### config.mk
export PLATFORM = sky130hd
export DESIGN_NAME = mem_router
export DESIGN_NICKNAME = d
export VERILOG_FILES = /design/src/rtl/mem_router_pkg.sv /design/src/rtl/mem_decode.sv /design/src/rtl/mem_router.sv
export SDC_FILE = /design/constraint.sdc
export NUM_CORES = 1
export LEC_CHECK = 0
export ABC_AREA = 0
export BUFFER_PORTS_ARGS = -buffer_cell sky130_fd_sc_hd__buf_2
export CORE_AREA = 3 3 329 331
export CTS_CLUSTER_DIAMETER = 30
export DETAILED_ROUTE_END_ITERATION = 8
export DIE_AREA = 0 0 332 334
export PLACE_DENSITY = 0.3
export SYNTH_ARGS = -nofsm -noshare
export SYNTH_HDL_FRONTEND = slang
export SYNTH_SLANG_ARGS = --single-unit
### constraint.sdc
create_clock -name clock -period 10.4 [get_ports clock]
set_input_delay 3.12 -clock clock [delete_from_list [all_inputs] [get_ports clock]]
set_output_delay 3.12 -clock clock [all_outputs]
set_load 0.02 [all_outputs]
### src/rtl/mem_router_pkg.sv
// Shared types and address map for the memory router and its slaves.
// The address map is built from the per-slave base/mask pairs below.
package mem_router_pkg;

    typedef struct packed {
        logic        mem_valid;
        logic        mem_instr;
        logic [3:0]  mem_wstrb;
        logic [31:0] mem_addr;
        logic [31:0] mem_wdata;
    } mem_in_type;

    typedef struct packed {
        logic        mem_ready;
        logic        mem_error;
        logic [31:0] mem_rdata;
    } mem_out_type;

    localparam mem_in_type  init_mem_in  = '0;
    localparam mem_out_type init_mem_out = '0;

    typedef enum logic [2:0] {
        SLV_ROM, SLV_RAM, SLV_TIM, SLV_SPI, SLV_CLINT, SLV_UART_RX, SLV_UART_TX
    } slv_idx_e;

    typedef enum logic [1:0] {IDLE, BUSY, ERR} router_state_t;

    localparam int NUM_SLV_C      = 7;
    localparam int router_timeout = 1024;

    localparam logic [31:0] rom_base_addr     = 32'h0000_0000;
    localparam logic [31:0] rom_mask_addr     = 32'h0000_FFFF;
    localparam logic [31:0] ram_base_addr     = 32'h1000_0000;
    localparam logic [31:0] ram_mask_addr     = 32'h000F_FFFF;
    localparam logic [31:0] tim_base_addr     = 32'h2000_0000;
    localparam logic [31:0] tim_mask_addr     = 32'h0000_FFFF;
    localparam logic [31:0] spi_base_addr     = 32'h3000_0000;
    localparam logic [31:0] spi_mask_addr     = 32'h0000_FFFF;
    localparam logic [31:0] clint_base_addr   = 32'h4000_0000;
    localparam logic [31:0] clint_mask_addr   = 32'h000F_FFFF;
    localparam logic [31:0] uart_rx_base_addr = 32'h5000_0000;
    localparam logic [31:0] uart_rx_mask_addr = 32'h0000_0003;
    localparam logic [31:0] uart_tx_base_addr = 32'h5000_0004;
    localparam logic [31:0] uart_tx_mask_addr = 32'h0000_0003;

    // Packed arrays: element [k] matches slv_idx_e value k (rightmost is rom).
    localparam logic [NUM_SLV_C-1:0][31:0] slv_base_c = {
        uart_tx_base_addr, uart_rx_base_addr, clint_base_addr, spi_base_addr,
        tim_base_addr, ram_base_addr, rom_base_addr
    };
    localparam logic [NUM_SLV_C-1:0][31:0] slv_mask_c = {
        uart_tx_mask_addr, uart_rx_mask_addr, clint_mask_addr, spi_mask_addr,
        tim_mask_addr, ram_mask_addr, rom_mask_addr
    };

endpackage

### src/rtl/mem_decode.sv
// Combinational address decoder: reports the lowest-index matching slave
// and the address offset relative to that slave's base.
module mem_decode
    import mem_router_pkg::*;
#(
    parameter int NUM_SLV = NUM_SLV_C,
    parameter int IW      = (NUM_SLV > 1) ? $clog2(NUM_SLV) : 1,
    parameter logic [NUM_SLV-1:0][31:0] SLV_BASE = slv_base_c,
    parameter logic [NUM_SLV-1:0][31:0] SLV_MASK = slv_mask_c
) (
    input  logic [31:0]   addr,
    output logic          hit,
    output logic [IW-1:0] idx,
    output logic [31:0]   offset
);

    logic [NUM_SLV-1:0] match;

    for (genvar gi = 0; gi < NUM_SLV; gi++) begin : g_match
        assign match[gi] = ((addr & ~SLV_MASK[gi]) == SLV_BASE[gi]);
    end

    // Scan from the top so the lowest matching index is the last one written.
    always_comb begin
        hit    = 1'b0;
        idx    = '0;
        offset = '0;
        for (int k = NUM_SLV - 1; k >= 0; k--) begin
            if (match[k]) begin
                hit    = 1'b1;
                idx    = IW'(k);
                offset = addr - SLV_BASE[k];
            end
        end
    end

endmodule

### src/rtl/mem_router.sv
// Single-outstanding memory router: decodes, issues, tracks the response
// from the selected slave, and produces miss/timeout errors.
module mem_router
    import mem_router_pkg::*;
#(
    parameter int NUM_SLV = NUM_SLV_C,
    parameter int TIMEOUT = router_timeout,
    parameter logic [NUM_SLV-1:0][31:0] SLV_BASE = slv_base_c,
    parameter logic [NUM_SLV-1:0][31:0] SLV_MASK = slv_mask_c
) (
    input  logic        clock,
    input  logic        reset,
    input  mem_in_type  m_in,
    output mem_out_type m_out,
    output mem_in_type  s_in  [NUM_SLV],
    input  mem_out_type s_out [NUM_SLV],
    output logic        busy,
    output logic        timeout_evt,
    output logic        overflow
);

    localparam int IW = (NUM_SLV > 1) ? $clog2(NUM_SLV) : 1;
    localparam int TW = $clog2(TIMEOUT);
    localparam logic [TW-1:0] TIMER_LAST = TW'(TIMEOUT - 1);

    router_state_t state_q, state_d;
    logic [IW-1:0] sel_q, sel_d;
    logic [TW-1:0] timer_q, timer_d;
    mem_in_type    buf_q, buf_d;
    logic          buf_valid_q, buf_valid_d;
    logic          overflow_q, overflow_d;

    mem_in_type    src;
    mem_in_type    issue_req;
    logic          dec_hit;
    logic [IW-1:0] dec_idx;
    logic [31:0]   dec_offset;

    assign src = buf_valid_q ? buf_q : m_in;

    mem_decode #(
        .NUM_SLV  (NUM_SLV),
        .IW       (IW),
        .SLV_BASE (SLV_BASE),
        .SLV_MASK (SLV_MASK)
    ) u_decode (
        .addr   (src.mem_addr),
        .hit    (dec_hit),
        .idx    (dec_idx),
        .offset (dec_offset)
    );

    always_comb begin
        state_d     = state_q;
        sel_d       = sel_q;
        timer_d     = timer_q;
        buf_d       = buf_q;
        buf_valid_d = buf_valid_q;
        overflow_d  = overflow_q;
        m_out       = init_mem_out;
        timeout_evt = 1'b0;
        issue_req   = src;
        issue_req.mem_addr = dec_offset;
        for (int k = 0; k < NUM_SLV; k++) begin
            s_in[k] = init_mem_in;
        end

        case (state_q)
            IDLE: begin
                if (src.mem_valid) begin
                    if (dec_hit) begin
                        s_in[dec_idx] = issue_req;
                        sel_d         = dec_idx;
                        timer_d       = '0;
                        state_d       = BUSY;
                    end else begin
                        state_d = ERR;
                    end
                end
                // Draining the buffer frees it for a simultaneous new request.
                if (buf_valid_q) begin
                    buf_valid_d = m_in.mem_valid;
                    if (m_in.mem_valid) begin
                        buf_d = m_in;
                    end
                end
            end
            BUSY: begin
                if (s_out[sel_q].mem_ready) begin
                    m_out   = s_out[sel_q];
                    state_d = IDLE;
                end else if (timer_q == TIMER_LAST) begin
                    timeout_evt = 1'b1;
                    state_d     = ERR;
                end else begin
                    timer_d = timer_q + TW'(1);
                end
            end
            default: begin
                m_out.mem_ready = 1'b1;
                m_out.mem_error = 1'b1;
                m_out.mem_rdata = '0;
                state_d         = IDLE;
            end
        endcase

        if (state_q != IDLE && m_in.mem_valid) begin
            if (!buf_valid_q) begin
                buf_d       = m_in;
                buf_valid_d = 1'b1;
            end else begin
                overflow_d = 1'b1;
            end
        end

        // Keep every output quiet for as long as reset is held.
        if (!reset) begin
            m_out       = init_mem_out;
            timeout_evt = 1'b0;
            for (int k = 0; k < NUM_SLV; k++) begin
                s_in[k] = init_mem_in;
            end
        end
    end

    always_ff @(posedge clock or negedge reset) begin
        if (!reset) begin
            state_q     <= IDLE;
            sel_q       <= '0;
            timer_q     <= '0;
            buf_q       <= init_mem_in;
            buf_valid_q <= 1'b0;
            overflow_q  <= 1'b0;
        end else begin
            state_q     <= state_d;
            sel_q       <= sel_d;
            timer_q     <= timer_d;
            buf_q       <= buf_d;
            buf_valid_q <= buf_valid_d;
            overflow_q  <= overflow_d;
        end
    end

    assign busy     = (state_q != IDLE);
    assign overflow = overflow_q;

endmodule

* Yosys cells after proc, flatten, opt, wreduce, memory -nomap -nowiden *
Index checks and enable logic that the tools add are counted.

word-level totals
  memories = 0
  output and inout port bits = 527
  bits in writable memories = 0
  bits in latches = 0
  flip-flop bits (word level) = 87
  memory bits (read-only) = 0

cells by class
  divide/modulo/power cells = 0
  reduce and logical (&&, ||, !) cells = 10
  mux-type cells = 57
  add/sub/neg operators = 7
  shift-type cells = 0
  $lt $le $gt $ge = 3
  eq/ne operators = 13
  $mul = 0
  bitwise logic cells = 3

operators with widths
  kind                                                                     count
  490-bit two-way mux                                                      4
  490-bit AND                                                              1
  70-bit two-way mux                                                       7
  32-bit two-way mux                                                       7
  70-bit demux with 3-bit select                                           1
  34-bit two-way mux                                                       4
  34-bit binary-select mux with 3-bit select                               1
  32-bit by 31-bit subtractor with 32-bit output, second input constant    3
  34-bit one-hot mux with 2 select lines                                   1
  32-bit by 30-bit subtractor with 32-bit output, second input constant    2
  30-bit by 29-bit equality test with 1-bit output, second input constant  2
  10-bit two-way mux                                                       4
  16-bit by 14-bit equality test with 1-bit output, second input constant  2
  32-bit zero test                                                         1
  32-bit by 29-bit subtractor with 32-bit output, second input constant    1
  3-bit two-way mux                                                        7
  10-bit one-hot mux with 2 select lines                                   1
  1-bit two-way mux                                                        15
  12-bit by 11-bit equality test with 1-bit output, second input constant  1
  12-bit by 9-bit equality test with 1-bit output, second input constant   1
  10-bit by 1-bit adder with 10-bit output, second input constant          1
  10-bit equality test, second input constant                              1
  4-bit greater-or-equal comparator, second input constant                 2
  2-bit two-way mux                                                        4
  12 further kinds                                                         19

* Longest topological paths before layout *
  depth after elaboration = 19
  mapped depth = 20
  mapped depth without buffers = 11

* Hierarchy *
Synthesis repeated with hierarchy kept, for this count alone.

second synthesis, totals
  cells, all modules = 1323
  area total of the unflattened synthesis = 10263.6 µm²

by module, submodules not included
  module      area each (µm²)  cells an instance  times used
  mem_router  8958.6           1116               1
  mem_decode  1305.0           207                1

* Worst setup path after synthesis *
Ideal clock, no wire load.

  kind = input port to output port
  start point = input m_in[61] (netlist bit)
  end point = output s_in[41] (netlist bit)
  arrival = 6.231 ns
  cell stages on the path = 12
  path slack = 1.049 ns
  buffers on the path = 2
  required time = 7.280 ns
  cell sequence = mux2i_1 inv_1 ha_1 clkbuf_1 or3_1 o221ai_1 a221oi_4 a311oi_1 nand3_1 o21a_1 clkbuf_1 nor2_1

RTL lines
  item                RTL line          text
  start: declaration  mem_router.sv:13  input mem_in_type m_in,
  end: declaration    mem_router.sv:15  output mem_in_type s_in [NUM_SLV],

==> results.toml <==
[timing]
maxSlewViolCount = 0
finalSetupTns_ns = 0
tightestPinTransition_ns = 1.24
hold_slack_ns = 0.466
fmax_mhz = 104
fin_skew_ns = 0.00933
rsz0062_at_grt = "no"
min_period_over_period_pct = 92.2
finalCriticalPeriod_ns = 9.58
setup_viol = 0
worst_slack_ns = 0.816
max_slew_margin_pct = 15.2
hold_viol = 0

[pwr]
leakagePower_nw = 7.86
power_density_nw_per_um2 = 143
vdd_drop_max_uv = 85.4

[critical_path]
start_kind = "input port"
r2r_setup_slack_ns = 6.29
cp.arrival_ns = 6.46
crit_path_max_fanout = 24
critPathCaptureType = "output port"
path_class = "input port to output port"
cp.required_ns = 7.28

[min_path]
hp-class = "flip-flop to flip-flop"

[global_routing]
grt.overflow.total = 0
grt_max_degree = 70
antenna_found_initial = 15
grt_pass1_wl_um = 93500
first_global_vias = 11800
gr-usage-all-layers_pct = 11.7

[clocking]
cts_buffers = 9
post_cts_buffers = 0
clock_latency_ns = 0.39
cts_resized = 0
h-tree-depth = 3
ctsHoldBuffers = 0
cts_tree = "yes"
cts_sinks = 87
cts.clk_slew.worst_paths_ns = 0.07
cts_root_buf = "clkbuf_16"
clockBufferDepth = 2

[final_layout]
regArea_sq_um = 2190
multiInputGateArea_sq_um = 7160
syn_to_final_growth_pct = 57.8
nNetsFinal = 2371
drive_above_1_share_pct = 47.5
num-fill-cells = 12300

[floorplan]
die_x_um = 332
start_util_pct = 9.52
pin_count = 837
rows = 119
die_area_sq_um = 111000
die_h_um = 334
core_sq_um = 105000

[logic_synthesis]
synthArstFlopShare_pct = 100
seq_area_frac_synth_pct = 21.7
ys_ff_latch = 87
synthDistinctLibCells = 70
synth_edf_count = 0
syn_area_per_cell_sq_um = 7.58
syn_area_sq_um = 10000
yosys_warnings = 0
ys.flop_type = "dfrtp_1"
synthCells = 1324

[route]
drt-total-wl_um = 68900
vias_per_cell = 3.53
num_vias = 12200
drtAntennaViolNets = 0
drc_errors = 0
drt-initial-drc-count = 627
wl_per_cell_um = 20.0
drt_pass1_iterations = 5

[placed_design]
dp_slack_ns = 0.707
io_buffers = 748
gp_congestion = 0.808
hpwl_um = 57600

[outcome]
outcome = "complete, no violations"

[flow_run]
max_cap_viol_count = 0
## stage by stage
| step | instance area [sq um] | instances | power [W] | utilization (%) |
|---|---|---|---|---|
| finish | 15800 | 3446 | 0.00226 | 15.0 |
| global route | 15800 | 3442 | 0.00244 | 15.0 |
| CTS | 15800 | 3442 | 0.00234 | 15.0 |
| detailed placement | 15500 | 3426 | 0.00194 | 14.7 |
| global placement | 15500 | 3426 | 0.00196 | 14.7 |
| floorplan | 10400 | 1411 | 0.00141 | - |
## placed cells by master, fill, tap and decap left out, drive strengths merged, types with 10 or more instances in the layout
| cell | count |
|---|---|
| a21oi | 23 |
| buf | 812 |
| clkbuf | 10 |
| conb | 88 |
| dfrtp | 87 |
| ha | 15 |
| inv | 15 |
| mux2 | 75 |
| mux2i | 94 |
| mux4 | 34 |
| nand2 | 72 |
| nand3 | 15 |
| nor2 | 452 |
| nor2b | 16 |
| nor3 | 26 |
| nor3b | 15 |
| o211ai | 33 |
| o21ai | 56 |
| xnor2 | 10 |
## worst paths after layout
path,to,start,cells after the start
min,overflow,overflow,1
min in group asynchronous,sel_q[1],reset,1
max in group asynchronous,buf_q[3],reset,3
max reg2reg,timer_q[6],buf_valid_q,12
max,s_in[153],m_in[61],15
min reg2reg,overflow,overflow,1
## report_power, final
part	switching (W)	internal (W)	leakage, nW	total [W]
registers	0.000121	0.000489	1.03	0.000609
logic	0.000799	0.000483	6.68	0.00128
clock network	0.000175	0.000195	0.146	0.000370
total	0.00110	0.00117	7.86	0.00226
## Yosys cell counts, types with 4 or more instances
cell / n / share of area [%]
nor3b_1: 13 / 0.97
nand3_1: 14 / 0.70
buf_2: 28 / 1.4
nor4b_1: 4 / 0.35
mux2_2: 75 / 8.4
nor3_1: 24 / 1.2
inv_1: 12 / 0.45
nor2_1: 452 / 17
buf_1: 17 / 0.64
o21a_1: 7 / 0.52
a21oi_1: 23 / 1.1
mux4_2: 34 / 7.6
or3_1: 6 / 0.37
o22ai_1: 4 / 0.25
and2_1: 7 / 0.44
nand2_1: 72 / 2.7
nor2b_1: 16 / 1.0
and3_1: 5 / 0.31
nand2b_1: 6 / 0.37
and4_1: 4 / 0.35
o21ai_0: 54 / 2.7
buf_4: 90 / 6.7
clkbuf_1: 49 / 1.8
a211o_1: 4 / 0.35
dfrtp_1: 87 / 22
o221ai_1: 4 / 0.35
xnor2_1: 10 / 0.87
o211ai_1: 33 / 2.5
xor2_1: 4 / 0.35
mux2i_1: 92 / 9.2
ha_1: 15 / 1.9
## worst max-delay path, stage by stage
cell and delay (ns):
buf_2 0.09, mux2i_1 0.06, buf_4 0.20, inv_1 0.15
ha_1 0.36, or3_1 0.20, o221ai_1 0.16, a221oi_4 0.46
a211o_1 0.18, and2_2 0.15, nand3_1 0.06, or3_2 0.69
buf_12 0.27, nor2_1 0.08, buf_2 0.18
## cell families (layout without fill, tap and decap cells)
| group | count (synthesis) | after routing | synth area share, % |
|---|---|---|---|
| buf+inv | 201 | 841 | 11.5 |
| fa+ha+maj | 16 | 16 | 1.97 |
| flops | 87 | 87 | 21.7 |
| compound gates | 162 | 162 | 10.8 |
| mux | 203 | 203 | 25.7 |
| simple gates | 640 | 640 | 27.1 |
| xor+xnor | 14 | 14 | 1.22 |
| other cells | 1 | 92 | 0.0374 |
## flip-flops by register name, indices dropped and copies added (netlist names)
| signal | flops |
|---|---|
| buf_q | 70 |
| timer_q | 10 |
| sel_q | 3 |
| state_q | 2 |
| buf_valid_q | 1 |
| overflow | 1 |
## area by class of cell
type,count,area share (%)
Inverter,13,0.308
Antenna cell,4,0.0632
Tap cell,1391,11.0
Clock inverter,6,0.426
Sequential cell,87,13.8
Timing Repair Buffer,812,27.7
Clock buffer,10,1.51
Multi-Input combinational cell,1123,45.2
## routing by layer
layer | wire (um) | share of wire, % | track usage [%] | vias to the layer above
li1 | - | - | - | 5800
met1 | 31500 | 46 | 15.6 | 5834
met2 | 33100 | 48 | 19.7 | 495
met3 | 3480 | 5.1 | 2.27 | 44
met4 | 718 | 1.0 | 2.17 | 6
met5 | 41 | 0.060 | 0 | -
Power figures use the tool's default switching activity.
